## config.mk

```make
export PLATFORM = sky130hd
export DESIGN_NAME = muldiv_unit_flat
export DESIGN_NICKNAME = d
export VERILOG_FILES = /design/src/rtl/muldiv_pkg.sv /design/src/rtl/muldiv_if.sv /design/src/rtl/muldiv_divider.sv /design/src/rtl/muldiv_unit.sv /design/src/flat_wrapper.sv
export SDC_FILE = /design/constraint.sdc
export NUM_CORES = 1
export LEC_CHECK = 0
export CAP_MARGIN = 15
export CORE_MARGIN = 4
export CORE_UTILIZATION = 45
export DETAILED_ROUTE_END_ITERATION = 8
export GPL_TIMING_DRIVEN = 0
export PLACE_DENSITY = 0.63
export SLEW_MARGIN = 20
export SYNTH_ARGS = -nofsm -noshare
export SYNTH_HDL_FRONTEND = slang
export SYNTH_SLANG_ARGS = --single-unit
export TNS_END_PERCENT = 50
```

## constraint.sdc

```tcl
create_clock -name clk -period 5.75 [get_ports clk]
set_clock_uncertainty 0.1 [all_clocks]
set_input_delay 1.15 -clock clk [delete_from_list [all_inputs] [get_ports clk]]
set_output_delay 1.15 -clock clk [all_outputs]
set_load 0.005 [all_outputs]
```

## src/rtl/muldiv_pkg.sv

```systemverilog
// rtl/muldiv_pkg.sv - op codes, FSM states and op predicates shared by the muldiv block
package muldiv_pkg;

  localparam logic [2:0] OP_MULT  = 3'd0;
  localparam logic [2:0] OP_MULTU = 3'd1;
  localparam logic [2:0] OP_MADD  = 3'd2;
  localparam logic [2:0] OP_MADDU = 3'd3;
  localparam logic [2:0] OP_MSUB  = 3'd4;
  localparam logic [2:0] OP_MSUBU = 3'd5;
  localparam logic [2:0] OP_DIV   = 3'd6;
  localparam logic [2:0] OP_DIVU  = 3'd7;

  typedef enum logic [2:0] {
    ST_IDLE,
    ST_MUL,
    ST_DIV,
    ST_ACC,
    ST_FIX,
    ST_DONE
  } state_e;

  // Even op codes are the signed flavours.
  function automatic logic is_signed(input logic [2:0] op);
    return ~op[0];
  endfunction

  function automatic logic is_acc(input logic [2:0] op);
    return (op >= OP_MADD) && (op <= OP_MSUBU);
  endfunction

  function automatic logic is_div(input logic [2:0] op);
    return op[2] & op[1];
  endfunction

  function automatic logic is_sub(input logic [2:0] op);
    return op[2] & ~op[1];
  endfunction

endpackage

```

## src/rtl/muldiv_if.sv

```systemverilog
// rtl/muldiv_if.sv - EX-side launch/result bundle of the muldiv unit
interface muldiv_if #(
  parameter int WIDTH = 32
);

  logic               start_i;
  logic [2:0]         op_i;
  logic [WIDTH-1:0]   opa_i;
  logic [WIDTH-1:0]   opb_i;
  logic [2*WIDTH-1:0] acc_i;
  logic               annul_i;
  logic               busy_o;
  logic               ready_o;
  logic [2*WIDTH-1:0] result_o;
  logic               div0_o;

  modport master (
    output start_i, op_i, opa_i, opb_i, acc_i, annul_i,
    input  busy_o, ready_o, result_o, div0_o
  );

  modport slave (
    input  start_i, op_i, opa_i, opb_i, acc_i, annul_i,
    output busy_o, ready_o, result_o, div0_o
  );

endinterface

```

## src/rtl/muldiv_divider.sv

```systemverilog
// rtl/muldiv_divider.sv - restoring radix-2 divider on unsigned magnitudes, one bit per step
module muldiv_divider #(
  parameter int WIDTH = 32
) (
  input  logic             clk,
  input  logic             rst,
  input  logic             load_i,
  input  logic             step_i,
  input  logic [WIDTH-1:0] dividend_i,
  input  logic [WIDTH-1:0] divisor_i,
  output logic [WIDTH-1:0] quo_o,
  output logic [WIDTH-1:0] rem_o
);

  logic [WIDTH-1:0] quo_q, quo_d, rem_q, rem_d, dvsr_q, dvsr_d;
  logic [WIDTH:0]   shifted, diff;

  // Quotient register doubles as the dividend shift register; diff[WIDTH] is the borrow.
  assign shifted = {rem_q, quo_q[WIDTH-1]};
  assign diff    = shifted - {1'b0, dvsr_q};

  always_comb begin
    quo_d  = quo_q;
    rem_d  = rem_q;
    dvsr_d = dvsr_q;
    if (load_i) begin
      quo_d  = dividend_i;
      rem_d  = '0;
      dvsr_d = divisor_i;
    end else if (step_i) begin
      if (!diff[WIDTH]) begin
        rem_d = diff[WIDTH-1:0];
        quo_d = {quo_q[WIDTH-2:0], 1'b1};
      end else begin
        rem_d = shifted[WIDTH-1:0];
        quo_d = {quo_q[WIDTH-2:0], 1'b0};
      end
    end
  end

  always_ff @(posedge clk or negedge rst) begin
    if (!rst) begin
      quo_q  <= '0;
      rem_q  <= '0;
      dvsr_q <= '0;
    end else begin
      quo_q  <= quo_d;
      rem_q  <= rem_d;
      dvsr_q <= dvsr_d;
    end
  end

  assign quo_o = quo_q;
  assign rem_o = rem_q;

endmodule

```

## src/rtl/muldiv_unit.sv

```systemverilog
// rtl/muldiv_unit.sv - iterative HI/LO multiply/divide engine beside EX
// MADD/MADDU/MSUB/MSUBU and the ACC state exist only when MULDIV_ACC_EN is defined.
module muldiv_unit
  import muldiv_pkg::*;
#(
  parameter int WIDTH    = 32,
  parameter int MUL_STEP = 1
) (
  input  logic    clk,
  input  logic    rst,
  muldiv_if.slave bus
);

  localparam int W  = WIDTH;
  localparam int NM = WIDTH / MUL_STEP;
  localparam int CW = $clog2(WIDTH + 1);

  state_e         state_q, state_d, mul_next;
  logic [CW-1:0]  cnt_q, cnt_d;
  logic [W-1:0]   amag_q, amag_d;
  logic [2*W-1:0] prod_q, prod_d;
  logic           neg_q, neg_d, rneg_q, rneg_d, div_q, div_d;
  logic [2*W-1:0] result_q, result_d;
  logic           div0_q, div0_d;

  logic                  legal, accept, sa, sb, bzero, dv_step;
  logic [W-1:0]          amag_in, bmag_in, a_orig, quo, rem, q_fix, r_fix;
  logic [W+MUL_STEP-1:0] mul_sum;
  logic [2*W-1:0]        prod_fix;

  assign sa      = is_signed(bus.op_i) & bus.opa_i[W-1];
  assign sb      = is_signed(bus.op_i) & bus.opb_i[W-1];
  assign amag_in = sa ? -bus.opa_i : bus.opa_i;
  assign bmag_in = sb ? -bus.opb_i : bus.opb_i;
  assign accept  = bus.start_i & ~bus.annul_i & legal & (state_q == ST_IDLE);

  // prod_q low half starts as the multiplier magnitude and is shifted out as product bits
  // shift in; during DIV it still holds the divisor magnitude, which gives the zero test.
  assign mul_sum  = {{MUL_STEP{1'b0}}, prod_q[2*W-1:W]}
                  + ({{MUL_STEP{1'b0}}, amag_q} * {{W{1'b0}}, prod_q[MUL_STEP-1:0]});
  assign bzero    = (prod_q[W-1:0] == '0);
  assign a_orig   = rneg_q ? -amag_q : amag_q;
  assign prod_fix = neg_q ? -prod_q : prod_q;
  assign q_fix    = neg_q ? -quo : quo;
  assign r_fix    = rneg_q ? -rem : rem;

`ifdef MULDIV_ACC_EN
  logic [2*W-1:0] acc_q, acc_res;
  logic           acc_op_q, sub_q;

  assign legal    = 1'b1;
  assign mul_next = acc_op_q ? ST_ACC : ST_FIX;
  assign acc_res  = sub_q ? (acc_q - prod_fix) : (acc_q + prod_fix);

  always_ff @(posedge clk or negedge rst) begin
    if (!rst) begin
      acc_q    <= '0;
      acc_op_q <= 1'b0;
      sub_q    <= 1'b0;
    end else if (accept) begin
      acc_q    <= bus.acc_i;
      acc_op_q <= is_acc(bus.op_i);
      sub_q    <= is_sub(bus.op_i);
    end
  end
`else
  logic unused_acc;

  assign legal      = ~is_acc(bus.op_i);
  assign mul_next   = ST_FIX;
  assign unused_acc = ^bus.acc_i;
`endif

  muldiv_divider #(.WIDTH(W)) u_div (
    .clk        (clk),
    .rst        (rst),
    .load_i     (accept),
    .step_i     (dv_step),
    .dividend_i (amag_in),
    .divisor_i  (bmag_in),
    .quo_o      (quo),
    .rem_o      (rem)
  );

  always_comb begin
    state_d  = state_q;
    cnt_d    = cnt_q;
    amag_d   = amag_q;
    prod_d   = prod_q;
    neg_d    = neg_q;
    rneg_d   = rneg_q;
    div_d    = div_q;
    result_d = result_q;
    div0_d   = div0_q;
    dv_step  = 1'b0;
    case (state_q)
      ST_IDLE: begin
        if (accept) begin
          state_d = is_div(bus.op_i) ? ST_DIV : ST_MUL;
          cnt_d   = '0;
          amag_d  = amag_in;
          prod_d  = {{W{1'b0}}, bmag_in};
          neg_d   = sa ^ sb;
          rneg_d  = sa;
          div_d   = is_div(bus.op_i);
          div0_d  = 1'b0;
        end
      end
      ST_MUL: begin
        prod_d = {mul_sum, prod_q[W-1:MUL_STEP]};
        cnt_d  = cnt_q + CW'(1);
        if (cnt_q == CW'(NM - 1)) state_d = mul_next;
      end
      ST_DIV: begin
        if (bzero) begin
          state_d  = ST_DONE;
          result_d = {a_orig, {W{1'b1}}};
          div0_d   = 1'b1;
        end else begin
          dv_step = 1'b1;
          cnt_d   = cnt_q + CW'(1);
          if (cnt_q == CW'(W - 1)) state_d = ST_FIX;
        end
      end
`ifdef MULDIV_ACC_EN
      ST_ACC: begin
        state_d  = ST_DONE;
        result_d = acc_res;
      end
`endif
      ST_FIX: begin
        state_d  = ST_DONE;
        result_d = div_q ? {r_fix, q_fix} : prod_fix;
      end
      ST_DONE: state_d = ST_IDLE;
      default: state_d = ST_IDLE;
    endcase
    // The result is already committed once DONE is reached, so annul cannot cancel it there.
    if (bus.annul_i && (state_q != ST_IDLE) && (state_q != ST_DONE)) begin
      state_d  = ST_IDLE;
      result_d = result_q;
      div0_d   = div0_q;
    end
  end

  always_ff @(posedge clk or negedge rst) begin
    if (!rst) begin
      state_q  <= ST_IDLE;
      cnt_q    <= '0;
      amag_q   <= '0;
      prod_q   <= '0;
      neg_q    <= 1'b0;
      rneg_q   <= 1'b0;
      div_q    <= 1'b0;
      result_q <= '0;
      div0_q   <= 1'b0;
    end else begin
      state_q  <= state_d;
      cnt_q    <= cnt_d;
      amag_q   <= amag_d;
      prod_q   <= prod_d;
      neg_q    <= neg_d;
      rneg_q   <= rneg_d;
      div_q    <= div_d;
      result_q <= result_d;
      div0_q   <= div0_d;
    end
  end

  assign bus.busy_o   = (state_q != ST_IDLE);
  assign bus.ready_o  = (state_q == ST_DONE);
  assign bus.result_o = result_q;
  assign bus.div0_o   = div0_q;

endmodule

```

## src/flat_wrapper.sv

```systemverilog
// flat-port wrapper written by rule: the top's interface ports become plain ports
module muldiv_unit_flat import muldiv_pkg::*;
#(
  parameter int WIDTH    = 32,
  parameter int MUL_STEP = 1
)
  (clk, rst, bus_start_i, bus_op_i, bus_opa_i, bus_opb_i, bus_acc_i, bus_annul_i, bus_busy_o, bus_ready_o, bus_result_o, bus_div0_o);
  muldiv_if #(.WIDTH(WIDTH)) bus_i ();
  input  logic clk;
  input  logic rst;
  input wire logic [$bits(bus_i.start_i)-1:0] bus_start_i;
  input wire logic [$bits(bus_i.op_i)-1:0] bus_op_i;
  input wire logic [$bits(bus_i.opa_i)-1:0] bus_opa_i;
  input wire logic [$bits(bus_i.opb_i)-1:0] bus_opb_i;
  input wire logic [$bits(bus_i.acc_i)-1:0] bus_acc_i;
  input wire logic [$bits(bus_i.annul_i)-1:0] bus_annul_i;
  output wire logic [$bits(bus_i.busy_o)-1:0] bus_busy_o;
  output wire logic [$bits(bus_i.ready_o)-1:0] bus_ready_o;
  output wire logic [$bits(bus_i.result_o)-1:0] bus_result_o;
  output wire logic [$bits(bus_i.div0_o)-1:0] bus_div0_o;
  assign bus_i.start_i = bus_start_i;
  assign bus_i.op_i = bus_op_i;
  assign bus_i.opa_i = bus_opa_i;
  assign bus_i.opb_i = bus_opb_i;
  assign bus_i.acc_i = bus_acc_i;
  assign bus_i.annul_i = bus_annul_i;
  assign bus_busy_o = bus_i.busy_o;
  assign bus_ready_o = bus_i.ready_o;
  assign bus_result_o = bus_i.result_o;
  assign bus_div0_o = bus_i.div0_o;
  muldiv_unit #(.WIDTH(WIDTH), .MUL_STEP(MUL_STEP)) u_core (.clk(clk), .rst(rst), .bus(bus_i));
endmodule
```

==> reports/results.txt, run 1 <==
post-synthesis net count: 2,526
Starting Density: 45.7%
Final Cell Area: 22,600 um2
fillers: 3,986
Netlist cell types: 70
Synth Flop Type: dfrtp_1
Syn Std Cell Area: 19,300 um2
I/O pin cnt: 202
maximum clock frequency: 198 MHz
worst stage delay on the critical path: 0.69 ns
RSZ-0062 raised after global routing: no
first-pass GRT wire length: 118,000 um
outcome: completed
# nets final: 2,705
Post-Synth XOR/XNOR Area: 11.4%
Post-CTS Setup Bufs: 0
H-tree lvl count: 2
VDD IR max: 0.283 mV
post-layout min period: 5.06 ns
Crit Reg-Reg Endpoint: u_core.prod_q[63]
P_leak: 9.73 nW
Vias per Instance: 6.27
drt pass-1 iters: 6
Max Cap Viol: 0
crit path kind: flip-flop to flip-flop
antenna fix cells: 0
Post-Syn Area per Cell: 8.31 um2
slowest cell on the critical path: clkbuf_1
Internal Power: 6.02 mW
placed instance area: 21,400 um2
final setup margin: 0.689 ns
Clock Pin Slew Worst Setup and Hold Paths: 0.06 ns
layout cells sized above 1: 4.20%
Routed Antenna Nets: 0
grt met2 use: 50.7%
Inserted Clock Buffers: 35
sw power: 5.24 mW
commonest non-fill, non-tap cell in the layout: dfrtp_1
Yosys Warn Count: 0
Core ar.: 42,100 um2
clock share of power: 20.2%
number of enable flip-flop cells after synthesis: 0
Comb pwr share: 48.7%
clock tree buffer depth: 3
DRC viols: 0
Die ar.: 46,200 um2
CTS resizes: 0
Pwr Total: 11.3 mW
wire per inst: 25.7 um
largest family of logic cells by synthesized area: compound AO/OA/AOI/OAI gates
TritonCTS clock tree: done
Mapped Cells: 2,317
synthesis-stage register bit count: 269
setup violators final: 0
critical path, cell by cell: clkbuf_1 > clkbuf_1 > nand2_1 > fa_1 > nor2b_1 > o21ai_0 > a21boi_0 > o31ai_1 > o21bai_1 > o21ai_0 > a31o_2 > o21ai_0 > nand4_1 > a41oi_1
cts hold-fix bufs: 0
met3 usage: 5.64%
die span in y: 215 um
Skew-Pair Late Insertion Delay: 0.56 ns
dpl ws: 0.884 ns
global router's overall resource usage: 33.1%
Worst EP arrival: 5.43 ns
placed cells: 2,998
Critical Path End Type: flip-flop
filler-free cell count of the finished design: 3,061
buffer and inverter count on the worst path: 2
Chip Width: 215 um
GRT overflow: 0
Hold Path Class: input port to async pin
adder-cell share of the synthesized area: 4.89%
Pwr Density: 498 nW/um2
max_slew headroom: 25.1%
met1 Use GR: 45.5%
post-synthesis sequential area ratio: 35.0%
cell family with most CP delay: compound AO/OA/AOI/OAI gates
post-synthesis mux area share: 1.83%
via total after detailed routing: 19,200
initial antenna violation count: 0
largest net degree at the start of global routing: 95
hpwl dp: 62,200 um
Post-Route WL: 78,500 um
vias in the first global route: 18,300
routability cong.: 1.04
most used cell, CP: o21ai_0
worst r2r src: u_core.prod_q[0]
CTS sink cnt: 269
gr busiest metal: met2
Crit Path Max Fanout: 10
CP Data Required Time: 6.12 ns
endpoints failing hold: 0
reg-to-reg setup timing slack: 0.69 ns
Initial DRC Count: 2,195
period utilization: 88.0%
Startpoint Class: flip-flop
Reg2Reg Depth: 14
P&R area growth vs syn: 17.3%
Least-Margin Pin Slew: 1.12 ns
switch share: 46.5%
simple-gate share of the synthesized area: 18.6%
most frequent cells in the layout: dfrtp_1 (269), nand2_1 (249), o21ai_0 (232)
setup TNS: 0 ns
clk root buf: clkbuf_16
Max Slew Vio Count: 0
Compound-Gate Fraction of Synth Area: 24.4%
Post-synth ARST share: 100%
count of input and output buffers: 136
Seq pwr share: 31.1%
Row Count: 75
-- routing by layer --
metal	share of wire, %	vias to the layer above
met5	0	-
met4	5.7	0
met3	7.9	196
met2	44	932
met1	43	9363
li1	-	8693
-- through the flow --
step | utilization (%) | hold slack [ns]
after floorplan | - | 0.349
after global placement | 50.5 | 0.362
after detailed placement | 50.8 | 0.370
after CTS | 53.6 | 0.372
after global routing | 53.6 | 0.394
final | 53.6 | 0.377
-- worst reg2reg max path, cell delays in order (launching register included) --
cell and delay [ns]:
dfrtp_1 0.32, clkbuf_1 0.69, clkbuf_1 0.59, nand2_1 0.20, fa_1 0.48, nor2b_1 0.12, o21ai_0 0.11, a21boi_0 0.35
o31ai_1 0.23, o21bai_1 0.45, o21ai_0 0.21, a31o_2 0.30, o21ai_0 0.37, nand4_1 0.21, a41oi_1 0.26
-- how the worst max path moves through the flow --
stage                     startpoint                       to  depth (start not counted)
floorplan              bus_opb_i[12]        u_core.prod_q[27]                         10
global placement                 rst  u_core.bus.result_o[19]                          1
detailed placement  u_core.prod_q[0]        u_core.prod_q[63]                         14
CTS                 u_core.prod_q[0]        u_core.prod_q[63]                         14
global route        u_core.prod_q[0]        u_core.prod_q[63]                         14
finish              u_core.prod_q[0]        u_core.prod_q[63]                         14
-- state kept, by name (all words and copies together), names as in the netlist --
| signal | cells |
|---|---|
| u_core.amag_q | 32 |
| u_core.bus.div0_o | 1 |
| u_core.bus.result_o | 64 |
| u_core.cnt_q | 6 |
| u_core.div_q | 1 |
| u_core.neg_q | 1 |
| u_core.prod_q | 64 |
| u_core.rneg_q | 1 |
| u_core.state_q | 3 |
| u_core.u_div.dvsr_q | 32 |
| u_core.u_div.quo_o | 32 |
| u_core.u_div.rem_o | 32 |
-- power by group through the flow --
stage          sequential, mW  combinational (mW)  clock, mW
6_report                 3.50                5.49       2.28
5_1_grt                  3.55                6.00       2.38
4_1_cts                  3.44                5.40       2.30
3_5_place_dp             3.46                5.37          0
3_3_place_gp             3.45                5.30          0
2_1_floorplan            3.02                3.95          0
-- cells by family (layout without fill, tap and decap cells) --
kind of cell	Yosys count	in the layout
AOI/OAI and AO/OA	744	744
and+or+nand+nor	748	748
xor gates and xnor gates	251	251
muxes	34	34
adders and majority gates	74	74
buffers and inverters	197	402
DFF	269	269
-- layout make-up --
cell class | count | area [um2] | share of cell area, %
inverters | 74 | 278 | 1.23
clock inverters | 15 | 153 | 0.675
flip-flops and latches | 269 | 6730 | 29.8
multi-input cells | 1851 | 11800 | 52.2
well taps | 539 | 674 | 2.98
plain buffers | 123 | 467 | 2.07
clock buffers | 48 | 1030 | 4.54
repair buffers | 142 | 1470 | 6.51
-- cell usage after synthesis, drive strengths merged (21+ instances only) --
| master | n | area share (%) |
|---|---|---|
| dfrtp | 269 | 35 |
| nand2 | 249 | 4.9 |
| o21ai | 249 | 6.5 |
| a21oi | 182 | 4.7 |
| nor2 | 178 | 3.5 |
| xnor2 | 134 | 6.1 |
| xor2 | 117 | 5.3 |
| clkbuf | 109 | 2.1 |
| inv | 74 | 1.4 |
| ha | 72 | 4.7 |
| a21o | 66 | 2.6 |
| o31ai | 61 | 2.5 |
| nand3 | 46 | 1.2 |
| nor3 | 45 | 1.2 |
| or3 | 43 | 1.4 |
| a221o | 36 | 1.9 |
| and2 | 36 | 1.2 |
| mux2i | 33 | 1.7 |
| or4 | 33 | 1.3 |
| o41ai | 26 | 1.3 |
| nand2b | 24 | 0.78 |
| or2 | 21 | 0.70 |
(Power assumes the default switching activity.)
==> run 2: changes to the inputs <==
- CTS_CLUSTER_SIZE: unset -> 12
- GPL_ROUTABILITY_DRIVEN: unset -> 0
==> run 2 against run 1 <==
  * Final cell count is 0.13% lower
  * Setup slack better by 0.23 ns
  * Highest routed layer unchanged
  * Core utilization is 0.15 points lower
  * Critical path type unchanged
  * First-iteration DRC count is 8.8% lower
  * Critical endpoint is now u_core.prod_q[61]
  * Sequential power is 2% lower
  * Wire length is 5.1% lower
==> reports/results.txt, run 2 (same netlist as run 1, synthesis figures left out) <==
outcome: completed (unchanged)
RSZ-0062 raised after global routing: no (unchanged)
endpoints failing hold: 0 (unchanged)
Initial DRC Count: 2,002 (was 2,195)
hpwl dp: 59,300 um (was 62,200 um)
via total after detailed routing: 19,200 (about the same)
Worst EP arrival: 5.17 ns (was 5.43 ns)
first-pass GRT wire length: 112,000 um (was 118,000 um)
Core ar.: 42,100 um2 (unchanged)
WL met3: 7030 um (was 6200 um)
clk root buf: clkbuf_16 (unchanged)
GRT overflow: 0 (unchanged)
Post-CTS Setup Bufs: 0 (unchanged)
layout cells sized above 1: 3.85% (was 4.20%)
Max Slew Vio Count: 0 (unchanged)
Skew-Pair Late Insertion Delay: 0.56 ns (about the same)
setup violators final: 0 (unchanged)
CTS sink cnt: 269 (unchanged)
Least-Margin Pin Slew: 1.20 ns (was 1.12 ns)
clock tree buffer depth: 3 (unchanged)
H-tree lvl count: 2 (unchanged)
vias in the first global route: 18,500 (was 18,300)
largest net degree at the start of global routing: 99 (was 95)
maximum clock frequency: 207 MHz (was 198 MHz)
Max Cap Viol: 0 (unchanged)
die span in y: 215 um (unchanged)
CP Data Required Time: 6.09 ns (was 6.12 ns)
cts hold-fix bufs: 0 (unchanged)
most frequent cells in the layout: dfrtp_1 (269), nand2_1 (249), o21ai_0 (232) (unchanged)
commonest non-fill, non-tap cell in the layout: dfrtp_1 (unchanged)
Critical Path End Type: flip-flop (unchanged)
M1 WL: 31,000 um (was 33,500 um)
Final Cell Area: 22,500 um2 (was 22,600 um2)
Chip Width: 215 um (unchanged)
setup TNS: 0 ns (unchanged)
Starting Density: 45.7% (unchanged)
Inserted Clock Buffers: 34 (was 35)
CTS resizes: 0 (unchanged)
wire per inst: 24.4 um (was 25.7 um)
filler-free cell count of the finished design: 3,057 (was 3,061)
Clock Pin Slew Worst Setup and Hold Paths: 0.06 ns (about the same)
P_leak: 9.70 nW (was 9.73 nW)
Crit Path Max Fanout: 9 (was 10)
critical path, cell by cell: clkbuf_1 > inv_1 > nor2_1 > ha_1 > inv_1 > fa_1 > nor2b_1 > o21ai_0 > a21boi_0 > o31ai_1 > o21bai_1 > o41ai_1 > o211ai_1 > a31oi_1 > xnor2_1 > a22o_1 (was clkbuf_1 > clkbuf_1 > nand2_1 > fa_1 > nor2b_1 > o21ai_0 > a21boi_0 > o31ai_1 > o21bai_1 > o21ai_0 > a31o_2 > o21ai_0 > nand4_1 > a41oi_1)
drt pass-1 iters: 8 (was 6)
Post-Route WL: 74,600 um (was 78,500 um)
I/O pin cnt: 202 (unchanged)
post-layout min period: 4.84 ns (was 5.06 ns)
TritonCTS clock tree: done (unchanged)
placed instance area: 21,400 um2 (about the same)
P&R area growth vs syn: 17.0% (was 17.3%)
Startpoint Class: flip-flop (unchanged)
VDD IR max: 0.246 mV (was 0.283 mV)
most used cell, CP: inv_1 (was o21ai_0)
Hold Path Class: flip-flop to flip-flop (was input port to async pin)
max_slew headroom: 19.7% (was 25.1%)
worst stage delay on the critical path: 0.95 ns (was 0.69 ns)
met2 wire length: 31,700 um (was 34,300 um)
global router's overall resource usage: 31.4% (was 33.1%)
Routed Antenna Nets: 0 (unchanged)
# nets final: 2,702 (was 2,705)
Die ar.: 46,200 um2 (unchanged)
Top Layer Used: met4 (unchanged)
period utilization: 84.1% (was 88.0%)
initial antenna violation count: 2 (was 0)
DRC viols: 0 (unchanged)
Vias per Instance: 6.28 (was 6.27)
slowest cell on the critical path: o41ai_1 (was clkbuf_1)
Util after Layout: 53.5% (was 53.6%)
Row Count: 75 (unchanged)
Pwr Density: 496 nW/um2 (was 498 nW/um2)
crit path kind: flip-flop to flip-flop (unchanged)
hold_ws: 0.379 ns (was 0.377 ns)
placed cells: 2,996 (was 2,998)
count of input and output buffers: 136 (unchanged)
[run 2: cell types whose count changed in the layout (fill, tap and decap cells not counted), sizes merged]
cell,before,now
bufinv,2,3
clkinv,7,8
clkbuf,157,155
clkinvlp,5,2
buf,21,19
diode,0,1
[run 2: per-stage QoR]
step / power, mW / setup WS [ns]
finish: 11.2 / 0.914
global placement: 8.69 / -8.37
global route: 11.8 / 0.611
detailed placement: 8.80 / 0.957
floorplan: 6.97 / 2.09
CTS: 11.0 / 1.01
[run 2: worst max-delay path: cells and delay by family, from the launching register on]
family          cells  cell delay, ns
buf+inv             3            0.63
flops               1            0.35
compound gates      8            2.98
fa+ha+maj           2            0.42
xor+xnor            1            0.09
simple gates        2            0.13
[run 2: cell type report]
type,instances,area [um2]
clock buffers,46,947
diodes,1,2.50
inverters,74,278
plain buffers,123,467
clock inverters,14,180
flip-flops and latches,269,6730
multi-input cells,1851,11800
fillers,3954,19600
well taps,539,674
repair buffers,140,1460
[run 2: path summary, 6_finish.rpt]
kind / startpoint / to / slack, ns / cells after the start
hold reg to reg: u_core.bus.result_o[34] / u_core.bus.result_o[34] / 0.38 / 2
min in group asynchronous: rst / u_core.cnt_q[5] / 0.40 / 1
setup / recovery: u_core.prod_q[0] / u_core.prod_q[61] / 0.91 / 16
max in group asynchronous: rst / u_core.bus.result_o[18] / 3.97 / 3
hold / removal: u_core.bus.result_o[34] / u_core.bus.result_o[34] / 0.38 / 2
setup reg to reg: u_core.prod_q[0] / u_core.prod_q[61] / 0.91 / 16
[run 2: report_power, final]
| part | internal [mW] | leakage (nW) | switching (mW) |
|---|---|---|---|
| combinational | 2.24 | 5.79 | 3.31 |
| clock | 1.30 | 0.547 | 0.884 |
| sequential | 2.43 | 3.36 | 1.01 |
[run 2: layer usage]
metal	global-route usage [%]	vias up
met5	0	-
met4	16.6	0
met3	6.48	283
met2	47.2	1072
met1	42.8	9167
li1	-	8683
